### src/rtl/comp_move_gen.sv
// Tic-tac-toe computer move generator: scans a snapshot of the board for a win, then a block, then a preference cell.
// Optional build macro COMP_BLOCK_EN enables the BLOCK phase; when undefined, WIN exhaustion goes straight to PREF.
module comp_move_gen #(
    parameter int PREF_CENTER = 1
) (
    input  logic       clk,
    input  logic       reset,
    input  logic       start,
    input  logic [1:0] pos1,
    input  logic [1:0] pos2,
    input  logic [1:0] pos3,
    input  logic [1:0] pos4,
    input  logic [1:0] pos5,
    input  logic [1:0] pos6,
    input  logic [1:0] pos7,
    input  logic [1:0] pos8,
    input  logic [1:0] pos9,
    output logic [3:0] comp_pos,
    output logic       pc,
    output logic       no_move,
    output logic       busy
);

    typedef enum logic [2:0] {
        IDLE   = 3'd0,
        WIN    = 3'd1,
        BLOCK  = 3'd2,
        PREF   = 3'd3,
        DONE   = 3'd4,
        NOMOVE = 3'd5
    } state_t;

    localparam logic [1:0] CELL_EMPTY    = 2'b00;
    localparam logic [1:0] CELL_PLAYER   = 2'b01;
    localparam logic [1:0] CELL_COMPUTER = 2'b10;

    state_t      state_r;
    state_t      state_s;
    logic [3:0]  idx_r;
    logic [3:0]  idx_s;
    logic [17:0] board_r;
    logic [1:0]  who_s;
    logic [4:0]  line_hit_s;
    logic [3:0]  pref_cell_s;
    logic        hit_s;
    logic [3:0]  hit_cell_s;
    logic        pc_r;
    logic        no_move_r;
    logic        busy_r;
    logic [3:0]  comp_pos_r;
    logic        pc_s;
    logic        no_move_s;
    logic        busy_s;
    logic [3:0]  comp_pos_s;

    // Cell indices of a line, packed as {first, second, third}.
    function automatic logic [11:0] line_cells(input logic [2:0] line);
        case (line)
            3'd0:    return {4'd0, 4'd1, 4'd2};
            3'd1:    return {4'd3, 4'd4, 4'd5};
            3'd2:    return {4'd6, 4'd7, 4'd8};
            3'd3:    return {4'd0, 4'd3, 4'd6};
            3'd4:    return {4'd1, 4'd4, 4'd7};
            3'd5:    return {4'd2, 4'd5, 4'd8};
            3'd6:    return {4'd0, 4'd4, 4'd8};
            3'd7:    return {4'd2, 4'd4, 4'd6};
            default: return {4'd0, 4'd1, 4'd2};
        endcase
    endfunction

    function automatic logic [1:0] cell_of(input logic [17:0] b, input logic [3:0] i);
        logic [17:0] sh;
        sh = b >> {i, 1'b0};
        return sh[1:0];
    endfunction

    // Returns {hit, empty_cell}: exactly two cells owned by 'who' and one empty.
    function automatic logic [4:0] line_test(input logic [17:0] b, input logic [2:0] line,
                                             input logic [1:0] who);
        logic [11:0] cells;
        logic [1:0]  v0;
        logic [1:0]  v1;
        logic [1:0]  v2;
        logic [1:0]  n_who;
        logic [1:0]  n_empty;
        logic [3:0]  empty_cell;
        cells   = line_cells(line);
        v0      = cell_of(b, cells[11:8]);
        v1      = cell_of(b, cells[7:4]);
        v2      = cell_of(b, cells[3:0]);
        n_who   = 2'(v0 == who) + 2'(v1 == who) + 2'(v2 == who);
        n_empty = 2'(v0 == CELL_EMPTY) + 2'(v1 == CELL_EMPTY) + 2'(v2 == CELL_EMPTY);
        if (v0 == CELL_EMPTY) begin
            empty_cell = cells[11:8];
        end else if (v1 == CELL_EMPTY) begin
            empty_cell = cells[7:4];
        end else begin
            empty_cell = cells[3:0];
        end
        return {(n_who == 2'd2) && (n_empty == 2'd1), empty_cell};
    endfunction

    function automatic logic [3:0] pref_cell(input logic [3:0] j);
        if (PREF_CENTER != 0) begin
            case (j)
                4'd0:    return 4'd4;
                4'd1:    return 4'd0;
                4'd2:    return 4'd2;
                4'd3:    return 4'd6;
                4'd4:    return 4'd8;
                4'd5:    return 4'd1;
                4'd6:    return 4'd3;
                4'd7:    return 4'd5;
                4'd8:    return 4'd7;
                default: return 4'd0;
            endcase
        end else begin
            return j;
        end
    endfunction

    // Candidate evaluation for the current scan step; idx 9 in PREF is the exhausted marker.
    always_comb begin
        who_s       = (state_r == BLOCK) ? CELL_PLAYER : CELL_COMPUTER;
        line_hit_s  = line_test(board_r, idx_r[2:0], who_s);
        pref_cell_s = pref_cell(idx_r);
        if (state_r == PREF) begin
            hit_s      = (idx_r < 4'd9) && (cell_of(board_r, pref_cell_s) == CELL_EMPTY);
            hit_cell_s = pref_cell_s;
        end else begin
            hit_s      = line_hit_s[4];
            hit_cell_s = line_hit_s[3:0];
        end
    end

    // State, scan index and board snapshot registers.
    always_ff @(posedge clk) begin
        if (reset) begin
            state_r <= IDLE;
            idx_r   <= 4'd0;
            board_r <= 18'd0;
        end else begin
            state_r <= state_s;
            idx_r   <= idx_s;
            if ((state_r == IDLE) && start) begin
                board_r <= {pos9, pos8, pos7, pos6, pos5, pos4, pos3, pos2, pos1};
            end else begin
                board_r <= board_r;
            end
        end
    end

    // Next-state and next-index logic.
    always_comb begin
        state_s = state_r;
        idx_s   = idx_r;
        case (state_r)
            IDLE: begin
                idx_s = 4'd0;
                if (start) begin
                    state_s = WIN;
                end else begin
                    state_s = IDLE;
                end
            end
            WIN: begin
                if (hit_s) begin
                    state_s = DONE;
                    idx_s   = 4'd0;
                end else if (idx_r == 4'd7) begin
`ifdef COMP_BLOCK_EN
                    state_s = BLOCK;
`else
                    state_s = PREF;
`endif
                    idx_s   = 4'd0;
                end else begin
                    idx_s = idx_r + 4'd1;
                end
            end
`ifdef COMP_BLOCK_EN
            BLOCK: begin
                if (hit_s) begin
                    state_s = DONE;
                    idx_s   = 4'd0;
                end else if (idx_r == 4'd7) begin
                    state_s = PREF;
                    idx_s   = 4'd0;
                end else begin
                    idx_s = idx_r + 4'd1;
                end
            end
`endif
            PREF: begin
                if (idx_r == 4'd9) begin
                    state_s = NOMOVE;
                    idx_s   = 4'd0;
                end else if (hit_s) begin
                    state_s = DONE;
                    idx_s   = 4'd0;
                end else begin
                    idx_s = idx_r + 4'd1;
                end
            end
            DONE: begin
                state_s = IDLE;
                idx_s   = 4'd0;
            end
            NOMOVE: begin
                state_s = IDLE;
                idx_s   = 4'd0;
            end
            default: begin
                state_s = IDLE;
                idx_s   = 4'd0;
            end
        endcase
    end

    // Output decode from the next state so the registered strobes line up with DONE/NOMOVE.
    always_comb begin
        pc_s       = (state_s == DONE);
        no_move_s  = (state_s == NOMOVE);
        busy_s     = (state_s != IDLE);
        if (state_s == DONE) begin
            comp_pos_s = hit_cell_s;
        end else if (state_s == NOMOVE) begin
            comp_pos_s = 4'hF;
        end else begin
            comp_pos_s = comp_pos_r;
        end
    end

    // Output registers.
    always_ff @(posedge clk) begin
        if (reset) begin
            pc_r       <= 1'b0;
            no_move_r  <= 1'b0;
            busy_r     <= 1'b0;
            comp_pos_r <= 4'hF;
        end else begin
            pc_r       <= pc_s;
            no_move_r  <= no_move_s;
            busy_r     <= busy_s;
            comp_pos_r <= comp_pos_s;
        end
    end

    assign pc       = pc_r;
    assign no_move  = no_move_r;
    assign busy     = busy_r;
    assign comp_pos = comp_pos_r;

endmodule

### config.mk
export PLATFORM = sky130hd
export DESIGN_NAME = comp_move_gen
export DESIGN_NICKNAME = d
export VERILOG_FILES = /design/src/rtl/comp_move_gen.sv
export SDC_FILE = /design/constraint.sdc
export NUM_CORES = 1
export LEC_CHECK = 0
export ABC_AREA = 1
export BUFFER_PORTS_ARGS = -buffer_cell sky130_fd_sc_hd__buf_4
export CAP_MARGIN = 5
export CORE_MARGIN = 2
export CORE_UTILIZATION = 39
export CTS_CLUSTER_SIZE = 30
export DETAILED_ROUTE_END_ITERATION = 12
export PLACE_DENSITY = 0.58
export SLEW_MARGIN = 5
export SYNTH_ARGS = -nofsm -noshare
export SYNTH_HDL_FRONTEND = slang
export SYNTH_SLANG_ARGS = --single-unit
### constraint.sdc
create_clock -name clk -period 4.4 [get_ports clk]
set_clock_uncertainty 0.2 [all_clocks]
set_input_delay 0.22 -clock clk [delete_from_list [all_inputs] [get_ports clk]]
set_output_delay 0.22 -clock clk [all_outputs]
set_load 0.01 [all_outputs]
Word level (Yosys, flattened, before mapping)
Memory sizes are Yosys's and may differ from the RTL's. A register that Yosys moved wholly into a read port is not among the register bits.
Index checks and enable logic that the tools add are counted.
W data, S select, Z words.

operators by class
  $add $sub $neg = 5
  reductions and logical operators = 10
  mux-type cells = 20
  shift-type cells = 4
  magnitude comparators = 1
  equality and inequality tests = 12

operators by type and width
  operator               count
  $shr A18 B5 Y2         4
  $mux W4                10
  $mux W3                5
  $pmux W3 S3            1
  $logic_not A2 Y1       4
  $pmux W4 S2            1
  $eq A2 B2 Y1           3
  $eq A3 B2 Y1 const B   2
  $eq A3 B3 Y1 const B   2
  $add A1 B1 Y2          2
  $add A2 B1 Y2          2
  $add A4 B1 Y4 const B  1
  $eq A4 B3 Y1 const B   1
  $eq A4 B4 Y1 const B   1
  $lt A4 B4 Y1 const B   1
  $eq A3 B1 Y1 const B   1
  $logic_and A1 B1 Y1    3
  $logic_not A3 Y1       1
  $reduce_bool A3 Y1     1
  $eq A2 B1 Y1 const B   1
  $eq A2 B2 Y1 const B   1
  $mux W1                2
  $mux W2                1
  $reduce_bool A2 Y1     1

word-level totals
  output and inout bits = 7
  memories = 2
  ROM bits = 144
  word-level logic and storage cells = 61
  bits of input ports = 21
  bits in registers = 32

memory list
  memory            depth  bits a word  read ports  clocked after Yosys merged registers in  write ports  RTL line  source
  (name not given)  8      10           1           1                                        0            58        case (line)
  (name not given)  16     4            1           1                                        0            105       case (j)

Longest topological paths before layout
  depth in word-level cells = 14
  mapped depth = 22
  mapped depth without buffers = 20

Worst setup path after synthesis
No wires, ideal clock.

  kind = reg-to-reg
  from = register with a tool-made name
  to = register pref_cell_s[2] (netlist name)
  path slack = 1.118 ns
  data arrival time = 2.962 ns
  stages on the path, launching flop included = 21
  data required time = 4.080 ns
  clock period less this slack = 3.282 ns
  library setup time = 0.120 ns
  buffers on the path = 2
  path through = dfxtp_1 -> buf_4 -> inv_2 -> buf_6 -> nand2_1 -> nand2_1 -> o21ai_0 -> a2bb2oi_1 -> o22ai_1 -> nor2_1 -> nor2_1 -> fa_1 -> nor3_1 -> nand3_1 -> nand2_4 -> inv_2 -> nand2_2 -> inv_2 -> ha_1 -> nand3_1 -> nand3_1

==> flow_summary.ini <==
[setup_path]
path_cells = inv_2, nand2_1, nand2_1, o21ai_0, a2bb2oi_1, o22ai_1, nor2_1, nor2_1, fa_1, nor3_1, nand3_1, nand2_4, nor3_2, inv_1, ha_1, nand2_2, o21a_1
cp_slowest_stage_delay_ps = 510
cp.arrival_ps = 3680
crit_family = simple AND/OR/NAND/NOR gates
cp-end-kind = flop
path_class = flop to flop
timing.critical_path.buf_inv = 2
worstPathRequired_ps = 4410
cp_max_fo = 11
worst_setup_path_start_kind = flop
crit_path_top_delay_cell = dfxtp_1

[synth]
synthMuxAreaShare = 0
synth_cell_types = 34
ys_seq_elements = 45
ys_seq_area_frac = 0.335
synth-main-ff-cell = dfxtp_1
syn_nets = 435
synth.area.top_cells = dfxtp_1 (34%), nand2_1 (17%), nand3_1 (10%)
yosys.area_share.simple = 0.398
synth_xor_area_frac = 0.00651
synth_edf_count = 0
synth_compound_area_frac = 0.113
synth_top_family_by_area = simple AND/OR/NAND/NOR gates
async_reset_ff_frac = 0
avgSynthCellArea_sq_um = 6.66
synth_area_leader_cell = dfxtp_1
yosysWarnings = 0
synth.top_cell.area_share = 0.335
synthesis.area_sq_um = 2690
synthTopCellsByCount = nand2_1 (119), nand3_1 (56), dfxtp_1 (45)
yosys.area_share.adder = 0.0521
yosysMostFrequentCell = nand2_1
syn_inst = 404

[timing]
relSlewSlack = 0.618
final_max_slew_viol_count = 0
finalSetupViolCount = 0
rsz0062_at_grt = no
setup_slack_ps = 730
period_share = 0.834
hold_violations = 0
fmax_mhz = 273
setup_tns_ps = 0
period_needed_ps = 3670
worstMarginPinSlew_ps = 572

[hold_path]
min_path_type = input pin to flop

[status]
status = complete, no violations

[die]
die_area_sq_um = 7570
core_area_sq_um = 6720
start_util = 0.400
die_y_microns = 87.0
dieWidth_microns = 87.0
io_pins = 28
num_rows = 30

[clocking]
cts.sinks = 45
cts_tree = done
holdBufCountCts = 11
root_buffer = clkbuf_8
ctsResizeCount = 0
ctsHtreeMaxLevel = 2
worstSkewPairLatency_ps = 310
post_cts_buffers = 0
clkSlewWorstSetupHoldPaths_ps = 90
cts_buffers = 5
cts_buffer_depth = 2

[placed_design]
gp_congestion = 0.898
io_buffers = 27
detailed_place_hpwl_microns = 5480
dpl_worst_slack_ps = 725
placed_area_sq_um = 2940

[layout]
nFillCells = 714
postLayoutCellArea_sq_um = 3140
area.growth.synth_to_final_pct = 16.9
final_util = 0.468
nNetsFinal = 469
antenna_cells = 0
drive_above_1_share = 0.162

[global_route]
first_global_vias = 2397
grt_pass1_wl_microns = 11400
grt-ovfl-total = 0
antenna_found_initial = 0
gr-usage-all-layers = 0.197
grt_max_degree = 35

[power]
ir_drop_uv = 193
power.density_nw_per_um2 = 401
p_leak_nw = 1.42

[flow_run]
max_cap_violations = 0

[drt]
wl_per_cell_microns = 13.6
ant_nets = 0
first_pass_iters = 4
num_vias = 2654
drt_iter0_markers = 182
viasPerCell = 5.11
postRouteWirelength_microns = 7050
drcViolationCount = 0
==> kinds of logic (layout without fill, tap and decap cells) <==
| kind of cell | Yosys count | after routing |
|---|---|---|
| xor gates and xnor gates | 2 | 2 |
| DFF | 45 | 45 |
| AOI/OAI and AO/OA | 49 | 49 |
| adders and majority gates | 10 | 10 |
| buffers and inverters | 62 | 97 |
| and+or+nand+nor | 236 | 236 |
==> layout by cell type, fill, tap and decap left out <==
cell,count
fa_1,2
nand2_4,1
nand2_1,119
a21oi_4,1
clkinv_4,1
nor3_2,2
o21ai_2,1
o21a_1,1
a211oi_1,14
o21ai_1,6
inv_1,35
and3_1,1
dfxtp_1,45
clkbuf_8,6
nor3_1,4
nand2_2,8
o21ai_0,5
dlygate4sd3_1,11
xor2_1,2
a21oi_1,18
nand3_1,56
a2bb2oi_1,1
nand4_1,3
nor2_2,3
o22ai_1,2
inv_4,1
clkinvlp_4,1
buf_4,27
nand3_4,1
ha_1,8
nor2_1,35
inv_6,1
nor2_8,2
nand3_2,1
inv_2,14
==> cell type report <==
class	instances	area, sq um	area share
Clock buffer	6	82.6	0.0263
Clock inverter	2	16.3	0.00517
Timing Repair Buffer	38	313	0.0995
Inverter	51	199	0.0633
Multi-Input combinational cell	297	1530	0.487
Tap cell	80	100	0.0318
Sequential cell	45	901	0.287
==> final timing paths <==
kind / from / end / slack [ps] / depth (start not counted)
setup / recovery: flop / flop / 730 / 17
hold / removal: pos2[0] / board_r[2] / 7 / 3
setup reg to reg: flop / flop / 730 / 17
hold reg to reg: comp_pos[1] / comp_pos[1] / 280 / 2
==> power breakdown <==
part	switching, mW	total (mW)	internal, mW
Clock	0.153	0.282	0.129
Combinational	0.305	0.480	0.175
Sequential	0.0487	0.500	0.451
Total	0.507	1.26	0.755
==> routing by layer <==
layer / global-route usage / routed length (microns) / vias up
met3: 0.0322 / 295 / 11
met4: 0.0568 / 117 / 0
met2: 0.326 / 3240 / 68
met5: 0 / 0 / -
met1: 0.263 / 3400 / 1207
li1: - / - / 1368
==> per-stage QoR <==
step | cells | hold slack (ps) | power [mW]
after CTS | 519 | 0.959 | 1.27
after detailed placement | 500 | 259 | 0.976
final | 519 | 6.73 | 1.26
after global routing | 519 | 13.4 | 1.36
after floorplan | 404 | 169 | 0.860
after global placement | 500 | 258 | 0.977
==> tightest hold or removal path, cell delays in order <==
cell and delay (ps):
buf_4 110, nor2_1 100, a211oi_1 50
Power figures use the tool's default switching activity.
